===== config.mk =====
export PLATFORM = sky130hd
export DESIGN_NAME = trafficlight_param
export DESIGN_NICKNAME = d
export VERILOG_FILES = /design/src/rtl/trafficlight_param.sv
export SDC_FILE = /design/constraint.sdc
export NUM_CORES = 1
export LEC_CHECK = 0
export ABC_AREA = 1
export ABC_CLOCK_PERIOD_IN_PS = 2100
export BUFFER_PORTS_ARGS = -buffer_cell sky130_fd_sc_hd__clkbuf_2
export CAP_MARGIN = 20
export CORE_MARGIN = 2
export CORE_UTILIZATION = 50
export CTS_CLUSTER_DIAMETER = 200
export DETAILED_ROUTE_END_ITERATION = 7
export PLACE_DENSITY_LB_ADDON = 0.05
export SLEW_MARGIN = 25
export SYNTH_ARGS = -nofsm -noshare
export SYNTH_HDL_FRONTEND = slang
export SYNTH_SLANG_ARGS = --single-unit

===== constraint.sdc =====
create_clock -name C -period 2.1 [get_ports C]
set_input_delay 0 -clock C [delete_from_list [all_inputs] [get_ports C]]
set_output_delay 0 -clock C [all_outputs]
set_load 0.05 [all_outputs]

===== src/rtl/trafficlight_param.sv =====
// Parametrised pedestrian-crossing traffic light with min-green, request flag,
// countdown output and blinking-yellow night mode, all timed from a prescaler tick.
module trafficlight_param #(
  parameter int PW      = 24,
  parameter int PDIV    = 8388608,
  parameter int CW      = 5,
  parameter int T_GMIN  = 5,
  parameter int T_Y     = 2,
  parameter int T_R     = 15,
  parameter int T_BLINK = 1
) (
  input  logic          C,
  input  logic          nR,
  input  logic          nB,
  input  logic          nNight,
  output logic          nGQ,
  output logic          nEQ,
  output logic          nRQ,
  output logic          nTY,
  output logic [CW-1:0] CNT,
  output logic          REQ
);

  localparam logic [2:0] S_GMIN  = 3'd0;
  localparam logic [2:0] S_GWAIT = 3'd1;
  localparam logic [2:0] S_YEL   = 3'd2;
  localparam logic [2:0] S_RED   = 3'd3;
  localparam logic [2:0] S_NIGHT = 3'd4;

  localparam int BW = (T_BLINK < 2) ? 1 : $clog2(T_BLINK + 1);

  logic [PW-1:0] pcnt;
  logic          tick;
  logic          b_s1, b_s2, b_s3;
  logic          n_s1, n_s2;
  logic          press, night;
  logic [2:0]    state;
  logic          nflag;
  logic          blink;
  logic [BW-1:0] bcnt;

  assign tick  = (pcnt == PW'(PDIV - 1));
  assign press = b_s3 & ~b_s2;
  assign night = ~n_s2;

  always_ff @(posedge C) begin
    if (!nR)       pcnt <= '0;
    else if (tick) pcnt <= '0;
    else           pcnt <= pcnt + PW'(1);
  end

  always_ff @(posedge C) begin
    if (!nR) begin
      {b_s1, b_s2, b_s3} <= '1;
      {n_s1, n_s2}       <= '1;
    end else begin
      {b_s1, b_s2, b_s3} <= {nB, b_s1, b_s2};
      {n_s1, n_s2}       <= {nNight, n_s1};
    end
  end

  always_ff @(posedge C) begin
    if (!nR) begin
      state <= S_GMIN;
      CNT   <= CW'(T_GMIN);
      REQ   <= 1'b0;
      nflag <= 1'b0;
      blink <= 1'b0;
      bcnt  <= BW'(T_BLINK);
    end else begin
      case (state)
        S_GMIN, S_GWAIT: begin
          if (press) REQ <= 1'b1;
          // Decision point: end of min-green, or any tick while waiting.
          if (tick && (state == S_GWAIT || CNT == CW'(1))) begin
            if (night || REQ) begin
              state <= S_YEL;
              CNT   <= CW'(T_Y);
              REQ   <= 1'b0;
              nflag <= night;
            end else begin
              state <= S_GWAIT;
              CNT   <= '0;
            end
          end else if (tick) begin
            CNT <= CNT - CW'(1);
          end
        end
        S_YEL: begin
          if (tick) begin
            if (CNT == CW'(1)) begin
              if (nflag) begin
                state <= S_NIGHT;
                CNT   <= '0;
                nflag <= 1'b0;
                blink <= 1'b1;
                bcnt  <= BW'(T_BLINK);
              end else begin
                state <= S_RED;
                CNT   <= CW'(T_R);
              end
            end else begin
              CNT <= CNT - CW'(1);
            end
          end
        end
        S_RED: begin
          if (tick) begin
            if (CNT == CW'(1)) begin
              if (night) begin
                state <= S_NIGHT;
                CNT   <= '0;
                nflag <= 1'b0;
                blink <= 1'b1;
                bcnt  <= BW'(T_BLINK);
              end else begin
                state <= S_GMIN;
                CNT   <= CW'(T_GMIN);
              end
            end else begin
              CNT <= CNT - CW'(1);
            end
          end
        end
        S_NIGHT: begin
          if (tick) begin
            if (!night) begin
              state <= S_RED;
              CNT   <= CW'(T_R);
              blink <= 1'b0;
            end else if (bcnt == BW'(1)) begin
              blink <= ~blink;
              bcnt  <= BW'(T_BLINK);
            end else begin
              bcnt <= bcnt - BW'(1);
            end
          end
        end
        default: begin
          state <= S_GMIN;
          CNT   <= CW'(T_GMIN);
          nflag <= 1'b0;
          blink <= 1'b0;
        end
      endcase
    end
  end

  assign nGQ = ~(state == S_GMIN || state == S_GWAIT);
  assign nEQ = ~(state == S_YEL || (state == S_NIGHT && blink));
  assign nRQ = ~(state == S_RED);
  assign nTY = (CNT == '0);

endmodule


==> flow_metrics.py <==
metrics = {
    "timing": {
        "slew_headroom_pct": 68.1,
        "rsz_0062_raised_after_global_routing": "no",
        "worst_hold_margin_ns": 0.415,
        "maxSlewViolCount": 0,
        "post-route-period-util_pct": 87.2,
        "timing.clock.skew_ns": 0.00665,
        "final.min_clock_period_ns": 1.83,
        "max_clock_freq_ghz": 0.546,
        "fin_tns_setup_ns": 0,
        "setup-violations-final": 0,
        "finalHoldViolCount": 0,
        "slew_at_the_pin_closest_to_its_max_slew_limit_ns": 0.474,
    },
    "synthesis": {
        "synthDistinctLibCells": 34,
        "proportion_of_register_bits_with_asynchronous_set_or_reset_after_synthesis_pct": 0,
        "synth.net_count": 324,
        "mapped_cells": 316,
        "synth_compound_gate_area_share_pct": 10.6,
        "post_synth_instance_area_mm2": 0.00217,
        "synth.ff_latch_count": 40,
        "synth-edff-count": 0,
        "synth-adder-area-share_pct": 2.31,
        "yosys-mux-area-fraction_pct": 0,
        "synth-simple-area-share_pct": 39.2,
        "synth_flop_cell": "sky130_fd_sc_hd__dfxtp_1",
        "yosysWarnings": 0,
        "syn_avg_cell_area_um2": 6.85,
        "dominant_combinational_cell_family_by_area_after_synthesis": "simple AND/OR/NAND/NOR gates",
        "synth_xor_xnor_area_share_pct": 2.43,
        "synth_seq_area_share_pct": 37.0,
    },
    "layout": {
        "area_delta_synth_final_pct": 11.6,
        "layout-drive-gt1-share_pct": 15.6,
        "fin_area_mm2": 0.00242,
        "num-fill-cells": 419,
        "diodes": 0,
        "net_count_final": 347,
    },
    "clocking": {
        "worst_skew_pair.late_latency_ns": 0.29,
        "cts_buffers": 5,
        "cts_tree": "built",
        "max-clock-path-buffers": 2,
        "cts.clk_slew.worst_paths_ns": 0.08,
        "post_cts_buffers": 0,
        "h-tree-depth": 2,
        "clock_sink_count": 40,
        "cts.root.buffer_cell": "sky130_fd_sc_hd__clkbuf_8",
    },
    "critical_path": {
        "timing.critical_path.required_ns": 2.27,
        "setup.reg_to_reg.worst_slack_ns": 0.27,
        "start_kind": "register",
        "critical_path_arrival_ns": 2.00,
        "register_to_register_path_depth": 12,
        "timing.setup.critical_path_class": "register to register",
        "worstSetupEndpointType": "register",
        "crit_fanout": 6,
    },
    "route": {
        "antenna_violating_nets_left": 0,
        "route.detailed.drc": 0,
        "vias_per_cell": 5.01,
        "drt-initial-drc-count": 140,
        "wl_per_cell_um": 11.5,
        "drt_wl_total_mm": 4.48,
        "firstDrtPassIters": 4,
        "detailroute.via_count": 1955,
    },
    "global_routing": {
        "grt_first_pass_wirelength_mm": 7.92,
        "largest_net_degree_at_the_start_of_global_routing": 14,
        "track_usage_pct": 19.9,
        "grt_ovf": 0,
        "antenna_found_initial": 0,
        "first_global_vias": 1778,
    },
    "power": {
        "power_density_mw_per_mm2": 1000,
        "peakVddDrop_mv": 0.590,
        "leakagePower_nw": 1.04,
    },
    "placed_design": {
        "gp_congestion": 0.939,
        "placement.io_buffers": 13,
        "postPlaceCellArea_mm2": 0.00230,
        "dpl.hpwl_mm": 3.46,
    },
    "worst_hold_path": {
        "worstHoldPathType": "register to register",
        "hold_path_cell_cnt": 1,
    },
    "floorplan": {
        "fp.dieH_um": 69.8,
        "die_area_mm2": 0.00487,
        "floorplan.io_pins": 14,
        "start_util_pct": 53.0,
        "die-width_um": 69.8,
        "floorplan.core_area_mm2": 0.00409,
        "fp-row-count": 23,
    },
    "outcome": {
        "run_status": "finished clean",
    },
    "run": {
        "drv_cap": 0,
    },
}
==> cells by family (layout without fill, tap and decap cells) <==
group | after synthesis | after routing
DFF | 40 | 40
and+or+nand+nor | 179 | 179
buffers and inverters | 47 | 71
adders and majority gates | 4 | 4
xor gates and xnor gates | 6 | 6
AOI/OAI and AO/OA | 40 | 40
==> Yosys cell counts, drive strengths merged, types with 2 or more instances <==
master | count | area, um^2
nand3 | 24 | 143
nand2 | 76 | 315
nor4 | 2 | 12.5
a31oi | 3 | 18.8
xnor2 | 5 | 43.8
o21ai | 17 | 96.3
dfxtp | 40 | 801
nor2 | 51 | 224
or2 | 6 | 37.5
nor3 | 10 | 50.1
nand4 | 5 | 31.3
nor3b | 3 | 22.5
and3 | 2 | 13.8
ha | 4 | 50.1
a21oi | 17 | 92.6
inv | 44 | 165
==> layout by cell type (no fill, tap or decap), types with 2 or more instances in the layout <==
cell,synthesis,layout
sky130_fd_sc_hd__nor2_1,44,44
sky130_fd_sc_hd__nor2_4,3,3
sky130_fd_sc_hd__clkbuf_8,0,5
sky130_fd_sc_hd__nand3_1,21,21
sky130_fd_sc_hd__dlygate4sd3_1,0,3
sky130_fd_sc_hd__o21ai_0,13,13
sky130_fd_sc_hd__nand2_4,2,2
sky130_fd_sc_hd__a21oi_1,15,15
sky130_fd_sc_hd__or2_2,6,6
sky130_fd_sc_hd__buf_4,0,2
sky130_fd_sc_hd__nor3_1,10,10
sky130_fd_sc_hd__nor3b_1,3,3
sky130_fd_sc_hd__clkinv_4,1,2
sky130_fd_sc_hd__ha_1,4,4
sky130_fd_sc_hd__a21oi_2,2,2
sky130_fd_sc_hd__nor2_2,4,4
sky130_fd_sc_hd__nor4_1,2,2
sky130_fd_sc_hd__nand4_1,5,5
sky130_fd_sc_hd__nand2_2,6,6
sky130_fd_sc_hd__inv_1,43,43
sky130_fd_sc_hd__nand3_2,2,2
sky130_fd_sc_hd__clkbuf_2,0,13
sky130_fd_sc_hd__o21ai_1,3,3
sky130_fd_sc_hd__xnor2_1,5,5
sky130_fd_sc_hd__a31oi_1,3,3
sky130_fd_sc_hd__clkinv_2,0,2
sky130_fd_sc_hd__nand2_1,68,68
sky130_fd_sc_hd__dfxtp_1,40,40
==> state kept, by name, indices dropped and copies added (netlist names) <==
name and count:
b_s2 1, nflag 1, state 3, REQ 1, blink 1, n_s2 1, CNT 5, b_s3 1
pcnt 24, b_s1 1, n_s1 1
==> worst max-delay path, cell delays in order (launching register included) <==
cell and delay [ns]:
sky130_fd_sc_hd__dfxtp_1 0.36, sky130_fd_sc_hd__ha_1 0.19, sky130_fd_sc_hd__nand2_2 0.09, sky130_fd_sc_hd__nor2_4 0.12, sky130_fd_sc_hd__nand2_1 0.12, sky130_fd_sc_hd__nor2_4 0.20, sky130_fd_sc_hd__nand3_2 0.12, sky130_fd_sc_hd__nand2_2 0.09
sky130_fd_sc_hd__nand2_2 0.09, sky130_fd_sc_hd__nor2_4 0.15, sky130_fd_sc_hd__nand2_1 0.06, sky130_fd_sc_hd__o21ai_1 0.07, sky130_fd_sc_hd__nor2_1 0.05
==> final timing paths <==
check / from / end
max: pcnt[0] / state[1]
min: b_s1 / b_s2
max reg2reg: pcnt[0] / state[1]
min reg2reg: b_s1 / b_s2
==> what timing repair did <==
action	4_1_cts	5_1_grt
setup endpoints to repair	0	0
gates resized for setup	0	0
hold buffers	3	0
endpoints found under the hold margin	5	0
==> power breakdown <==
part	total [mW]	switching (mW)	internal [mW]
Combinational	1.03	0.722	0.311
Clock	0.509	0.277	0.232
Sequential	0.884	0.0635	0.820
==> through the flow <==
stage               utilization (%)  instances  setup slack (ns)  power (mW)
floorplan                         -        316             0.241        1.72
global placement               56.3        379             0.338        1.92
detailed placement             56.3        379             0.289        1.92
CTS                            59.2        390             0.266        2.44
global route                   59.2        390             0.104        2.60
finish                         59.2        390             0.269        2.43
==> area by class of cell <==
class                      instances  area [um^2]  share of cell area (%)
clock buffer                       5         68.8                    2.85
inverter                          45          174                    7.19
sequential                        40          801                    33.1
clock inverter                     3         18.8                   0.776
timing repair buffer              18          110                    4.55
multi-input combinational        229         1180                    48.9
tap                               50         62.6                    2.59
==> per-layer routing <==
metal | part of all wire, % | wire, um | track usage (%)
met1 | 54 | 2440 | 28.8
met2 | 40 | 1810 | 29.6
met3 | 3.3 | 147 | 3.05
met4 | 1.8 | 82 | 7.69
met5 | 0 | 0 | 0
(Power assumes the default switching activity.)
